File: config.mk
export PLATFORM = sky130hd
export DESIGN_NAME = alu
export DESIGN_NICKNAME = d
export VERILOG_FILES = /design/src/rtl/alu.sv
export SDC_FILE = /design/constraint.sdc
export NUM_CORES = 1
export LEC_CHECK = 0
export CAP_MARGIN = 15
export CORE_MARGIN = 2
export CORE_UTILIZATION = 53
export CTS_CLUSTER_SIZE = 20
export DETAILED_ROUTE_END_ITERATION = 16
export PLACE_DENSITY = 0.95
export SKIP_CTS_REPAIR_TIMING = 1
export SLEW_MARGIN = 20
export SYNTH_ARGS = -nofsm -noshare
export SYNTH_HDL_FRONTEND = slang
export SYNTH_SLANG_ARGS = --single-unit
File: constraint.sdc
create_clock -name clk -period 3.8 [get_ports clk]
set_input_delay 0.76 -clock clk [delete_from_list [all_inputs] [get_ports clk]]
set_output_delay 0.76 -clock clk [all_outputs]
set_load 0.02 [all_outputs]
File: src/rtl/alu.sv
// ============================================================================
// Module   : alu
// Purpose  : Registered WIDTH-bit ALU (add/sub/logic/shift) with zero and
//            carry flags, one-cycle latency, one operation per cycle.
// Revision : 1.0  initial release
// ============================================================================
`default_nettype none

module alu #(
    parameter int WIDTH = 4
) (
    input  logic             clk,
    input  logic             rst,
    input  logic             in_valid,
    input  logic [WIDTH-1:0] a,
    input  logic [WIDTH-1:0] b,
    input  logic [2:0]       op,
    output logic [WIDTH-1:0] result,
    output logic             zero,
    output logic             carry,
    output logic             out_valid
);

    localparam logic [2:0] c_OP_ADD = 3'b000;
    localparam logic [2:0] c_OP_SUB = 3'b001;
    localparam logic [2:0] c_OP_AND = 3'b010;
    localparam logic [2:0] c_OP_OR  = 3'b011;
    localparam logic [2:0] c_OP_XOR = 3'b100;
    localparam logic [2:0] c_OP_NOT = 3'b101;
    localparam logic [2:0] c_OP_SHL = 3'b110;
    localparam logic [2:0] c_OP_SHR = 3'b111;

    logic [WIDTH-1:0] w_result;
    logic             w_carry;
    logic             w_zero;

    logic [WIDTH-1:0] r_result;
    logic             r_zero;
    logic             r_carry;
    logic             r_out_valid;

    always_comb begin
        w_result = '0;
        w_carry  = 1'b0;
        case (op)
            c_OP_ADD: {w_carry, w_result} = {1'b0, a} + {1'b0, b};
            c_OP_SUB: begin
                w_result = a - b;
                w_carry  = (a < b);
            end
            c_OP_AND: w_result = a & b;
            c_OP_OR:  w_result = a | b;
            c_OP_XOR: w_result = a ^ b;
            c_OP_NOT: w_result = ~a;
            c_OP_SHL: begin
                w_result = {a[WIDTH-2:0], 1'b0};
                w_carry  = a[WIDTH-1];
            end
            c_OP_SHR: begin
                w_result = {1'b0, a[WIDTH-1:1]};
                w_carry  = a[0];
            end
            // Only reachable with X/Z op in simulation: clean zero result.
            default: begin
                w_result = '0;
                w_carry  = 1'b0;
            end
        endcase
        w_zero = (w_result == '0);
    end

    always_ff @(posedge clk) begin
        if (rst) begin
            r_result    <= '0;
            r_zero      <= 1'b1;
            r_carry     <= 1'b0;
            r_out_valid <= 1'b0;
        end else begin
            r_out_valid <= in_valid;
            if (in_valid) begin
                r_result <= w_result;
                r_zero   <= w_zero;
                r_carry  <= w_carry;
            end
        end
    end

    assign result    = r_result;
    assign zero      = r_zero;
    assign carry     = r_carry;
    assign out_valid = r_out_valid;

endmodule

`default_nettype wire

==> results.txt, run 1 <==
Outcome: complete, no violations
Synth cell types: 46
Synth warnings: 0
CP Cell Sequence: clkdlybuf4s50_1 -> mux2_2 -> a221oi_1 -> o22ai_1 -> and4_4 -> o41ai_2
Area delta synth->final: 23.2%
H-tree depth: 1
Pwr Density: 238 mW/mm2
Top-count cell post-synth: inv_1
Post-synth top area cell: ha_1
Num ports: 21
CP Max Fanout: 19
Crit-path slowest cell: clkdlybuf4s50_1
Synthesized area: 935 um2
Clock Latency Late Sink: 0.25 ns
Tightest Pin Transition: 0.615 ns
Sequential area share after synthesis: 15.0%
Post-Synthesis Cells: 114
Commonest cells in the netlist: inv_1 (15), ha_1 (12), a21oi_1 (9), nor2_1 (8), dfxtp_1 (7)
Peak supply drop: 0.259 mV
Achievable frequency: 0.351 GHz
Syn Nets: 142
Share of layout cells above drive strength 1: 13.3%
Cell area after placement: 0.00112 mm2
WL per Instance: 14.4 um
Total congestion overflow: 0
GRT Util Overall: 21.6%
CP required: 3.96 ns
Fin util: 68.1%
Buffers on Ports: 20
Setup Skew: 0 ns
Largest net degree at the start of global routing: 20
TritonCTS clock tree: yes
Max-Cap Viols: 0
Filler cells: 138
Synth Flop Type: dfxtp_1
Via count: 915
Synth top area share: 16.1%
Reg clk slew, reported paths: 0.05 ns
Clock sink count: 7
Arr. time, crit path: 3.01 ns
Critical path class: primary input to flop
Core area: 0.00169 mm2
Die X: 46.0 um
Max-slew violation count: 0
Initial Util: 55.3%
Async set or reset register ratio after synthesis: 0%
Layout net count: 164
Yosys reg bits: 7
Drt first pass iters: 4
Initial antenna violation count: 0
# DRC: 0
Total CTS buffers: 3
Dpl hpwl: 1680 um
Largest stage delay on the critical path: 0.86 ns
Initial drt markers: 19
Final Setup Violations: 0
First-pass GRT wire length: 3370 um
CP endpoint kind: flop
# diodes: 0
Crit start category: primary input
Leakage: 0.524 nW
Root Buffer: clkbuf_4
RSZ-0062 raised after global routing: no
Total wire length: 2190 um
Post-synth EDFFs: 0
Die Footprint: 0.00212 mm2
Height of the chip: 46.0 um
Ranking of synthesized cells by area: ha_1 (16%), dfxtp_1 (15%), inv_1 (6.0%)
Rel. slew slack: 58.9%
Fin. Hold Viols: 0
Period utilization: 74.9%
Routed Antenna Nets: 0
Minimum clock period: 2.85 ns
Total negative setup slack: 0 ns
Row Count: 15
Vias/cell: 6.02
Syn Area/Cell: 8.20 um2
Post-route cell area: 0.00115 mm2
Clock Path Buffers: 2
Number of global-route vias before repair: 831
Hold Path Class: flop to flop
GPL Wtd Cong: 0.886
-- sequential cells by signal, indices dropped and copies added (netlist names) --
signal,flops
out_valid,1
carry,1
result,4
zero,1
-- layout make-up --
cell class	count	area, um2	area share [%]
multi-input cells	87	692	60.1
repair buffers	22	215	18.7
flip-flops and latches	7	140	12.2
inverters	15	56.3	4.89
clock buffers	4	26.3	2.28
well taps	17	21.3	1.85
-- critical path, delay by kind of cell --
kind | cells | cell delay [ns]
mux | 1 | 0.40
buf+inv | 1 | 0.86
simple gates | 1 | 0.18
compound gates | 3 | 0.79
-- metal layers --
metal  GRT usage [%]  part of all wire, %  vias to the layer above
met1            27.4                   45                      411
met4            6.86                  1.8                        0
met5               0                    0                        -
li1                -                    -                      455
met3            5.95                  7.4                        6
met2            35.0                   46                       43
-- through the flow --
stage	hold WS [ns]	power (mW)	setup WS, ns	std cells
6_report	0.482	0.274	0.953	152
5_1_grt	0.506	0.295	0.826	152
4_1_cts	0.472	0.277	0.981	152
3_5_place_dp	0.465	0.206	0.712	148
3_3_place_gp	0.455	0.203	0.749	148
2_1_floorplan	0.531	0.162	1.55	114
-- where the power goes --
group	leakage [nW]	switching [mW]	internal (mW)
sequential	0.0581	0.00287	0.0794
combinational	0.451	0.0640	0.0605
clock	0.0150	0.0273	0.0401
total	0.524	0.0942	0.180
-- cell usage in the layout, fill, tap and decap left out, drive strengths merged, types with 3 or more instances in the layout --
| master | Yosys | routed |
|---|---|---|
| nand3 | 5 | 5 |
| o21ai | 4 | 4 |
| a21oi | 9 | 9 |
| clkbuf | 4 | 4 |
| ha | 12 | 12 |
| clkdlybuf4s50 | 0 | 20 |
| nand2 | 5 | 5 |
| inv | 15 | 15 |
| nor2 | 8 | 8 |
| dfxtp | 7 | 7 |
| a211oi | 3 | 3 |
-- path summary, 6_finish.rpt --
check	start	end	slack, ns	depth (start not counted)
worst min register to register	result[2]	result[2]	0.48	2
worst max-delay path	op[2]	zero	0.95	6
worst max register to register	result[1]	result[1]	2.98	2
worst min-delay path	result[2]	result[2]	0.48	2
-- kinds of logic (layout without fill, tap and decap cells) --
logic type	count (synthesis)	count (layout)	share of synthesized area (%)
muxes	2	2	2.41
adders and majority gates	14	14	20.3
DFF	7	7	15.0
AOI/OAI and AO/OA	36	36	28.1
and+or+nand+nor	34	34	22.2
xor gates and xnor gates	1	1	0.937
buffers and inverters	20	41	11.0
Note: power is estimated with default switching activity, not from simulation.
==> run 2: changes to the inputs <==
--- a/config.mk
+++ b/config.mk
@@ -7,10 +7,10 @@
 export LEC_CHECK = 0
 export CAP_MARGIN = 15
 export CORE_MARGIN = 2
-export CORE_UTILIZATION = 53
+export CORE_UTILIZATION = 50
 export CTS_CLUSTER_SIZE = 20
 export DETAILED_ROUTE_END_ITERATION = 16
-export PLACE_DENSITY = 0.95
+export PLACE_DENSITY = 0.91
 export SKIP_CTS_REPAIR_TIMING = 1
 export SLEW_MARGIN = 20
 export SYNTH_ARGS = -nofsm -noshare
==> constraint.sdc (replaced) <==
create_clock -name clk -period 2.8 [get_ports clk]
set_input_delay 0.56 -clock clk [delete_from_list [all_inputs] [get_ports clk]]
set_output_delay 0.56 -clock clk [all_outputs]
set_load 0.02 [all_outputs]
==> run 2 against run 1 <==
Effect of this change: first-iteration DRC count shrank 21%; non-clock buffer count increased by 3; critical endpoint unchanged; worst setup slack lost 0.75 ns; clock skew unchanged; sequential power rose by 35%.
==> results.txt, run 2 (synthesis gave the netlist of run 1 again) <==
Outcome: complete, no violations
Buffers on Ports: 20
Layout net count: 167
Peak supply drop: 0.329 mV
Height of the chip: 47.2 um
Cell area after placement: 0.00116 mm2
TritonCTS clock tree: yes
Tightest Pin Transition: 0.403 ns
CP required: 2.96 ns
Die X: 47.2 um
Max reg flops: 4
Reg-to-reg slack, setup: 1.99 ns
CP endpoint kind: flop
Placed insts: 159
GPL Wtd Cong: 0.970
Row Count: 15
Total wire length: 2200 um
Share of layout cells above drive strength 1: 15.2%
Final Setup Violations: 0
Critical path class: primary input to flop
Count of non-filler cells in the finished layout: 163
Core area: 0.00175 mm2
RSZ-0062 raised after global routing: no
Initial Util: 53.5%
Largest net degree at the start of global routing: 16
Total CTS buffers: 3
Hold slack: 0.479 ns
CP Cell Sequence: clkdlybuf4s50_1 -> inv_1 -> ha_1 -> or2b_2 -> a211oi_1 -> o211ai_1 -> a21boi_0 -> o41ai_2
Clock Path Buffers: 2
Period utilization: 92.6%
Reg clk slew, reported paths: 0.05 ns
Root Buffer: clkbuf_4
# diodes: 0
Setup Skew: 0 ns
Arr. time, crit path: 2.75 ns
Family with the most delay on the worst path: compound AO/OA/AOI/OAI gates
Number of global-route vias before repair: 781
Crit-path slowest cell: clkdlybuf4s50_1
Worst path bufs/invs: 2
First-pass GRT wire length: 3430 um
Drt first pass iters: 4
Clock Latency Late Sink: 0.24 ns
Crit start category: primary input
Max-Cap Viols: 0
Clock sink count: 7
WL per Instance: 13.5 um
Die Footprint: 0.00223 mm2
Via count: 955
Max-slew violation count: 0
Num ports: 21
Pwr Density: 317 mW/mm2
Area delta synth->final: 26.6%
Achievable frequency: 0.386 GHz
Hold Path Class: flop to flop
Commonest non-fill, non-tap cell in the layout: clkdlybuf4s50_1
GRT Util Overall: 21.3%
# DRC: 0
Total congestion overflow: 0
Minimum clock period: 2.59 ns
Post-route cell area: 0.00118 mm2
Initial drt markers: 15
Leakage: 0.539 nW
Dpl hpwl: 1760 um
Filler cells: 152
CP Max Fanout: 3
Commonest non-fill, non-tap cells in the layout: clkdlybuf4s50_1 (20), inv_1 (15), ha_1 (12)
Initial antenna violation count: 0
Vias/cell: 5.86
Fin. Hold Viols: 0
Routed Antenna Nets: 0
H-tree depth: 1
Pwr Total: 0.375 mW
Largest stage delay on the critical path: 0.54 ns
Rel. slew slack: 72.9%
## run 2: changes by cell type in the layout (fill, tap and decap cells not counted)
cell   previous run  this run
buf_4             2         5
## run 2: final cells by class
class / instances / area (um2) / share of cell area, %
Multi-Input combinational cell: 87 / 692 / 58.5
Sequential cell: 7 / 140 / 11.8
Tap cell: 25 / 31.3 / 2.64
Clock buffer: 4 / 26.3 / 2.22
Timing Repair Buffer: 25 / 238 / 20.1
Inverter: 15 / 56.3 / 4.76
## run 2: through the flow
| stage | setup WS [ns] | util (%) | setup TNS (ns) |
|---|---|---|---|
| 2_1_floorplan | 0.746 | - | 0 |
| 3_3_place_gp | 0.0523 | 66.3 | 0 |
| 3_5_place_dp | -0.0553 | 66.3 | -0.0553 |
| 4_1_cts | 0.211 | 67.8 | 0 |
| 5_1_grt | 0.0766 | 67.8 | 0 |
| 6_report | 0.207 | 67.8 | 0 |
## run 2: worst paths after layout
check / cells past startpoint / to / from
setup / recovery: 8 / zero / b[1]
hold / removal: 1 / result[0] / result[0]
setup reg to reg: 2 / result[1] / result[1]
hold reg to reg: 1 / result[0] / result[0]
## run 2: power breakdown
group	switching, mW	total (mW)	internal (mW)
clock network	0.0355	0.0897	0.0543
registers	0.00353	0.111	0.108
logic	0.0887	0.174	0.0849
## run 2: per-layer routing
metal / vias to the layer above / track usage (%) / routed length (um)
li1: 457 / - / -
met1: 458 / 25.9 / 952
met2: 34 / 38.4 / 1120
met3: 6 / 5.38 / 94
met4: 0 / 2.78 / 31
met5: - / 0 / 0
==> run 3: changes to the inputs <==
--- a/config.mk
+++ b/config.mk
@@ -5,7 +5,6 @@
 export SDC_FILE = /design/constraint.sdc
 export NUM_CORES = 1
 export LEC_CHECK = 0
-export CAP_MARGIN = 15
 export CORE_MARGIN = 2
 export CORE_UTILIZATION = 50
 export CTS_CLUSTER_SIZE = 20
==> results of run 3 <==
Same layout as run 2: the final DEF is identical, and so are final timing and power.
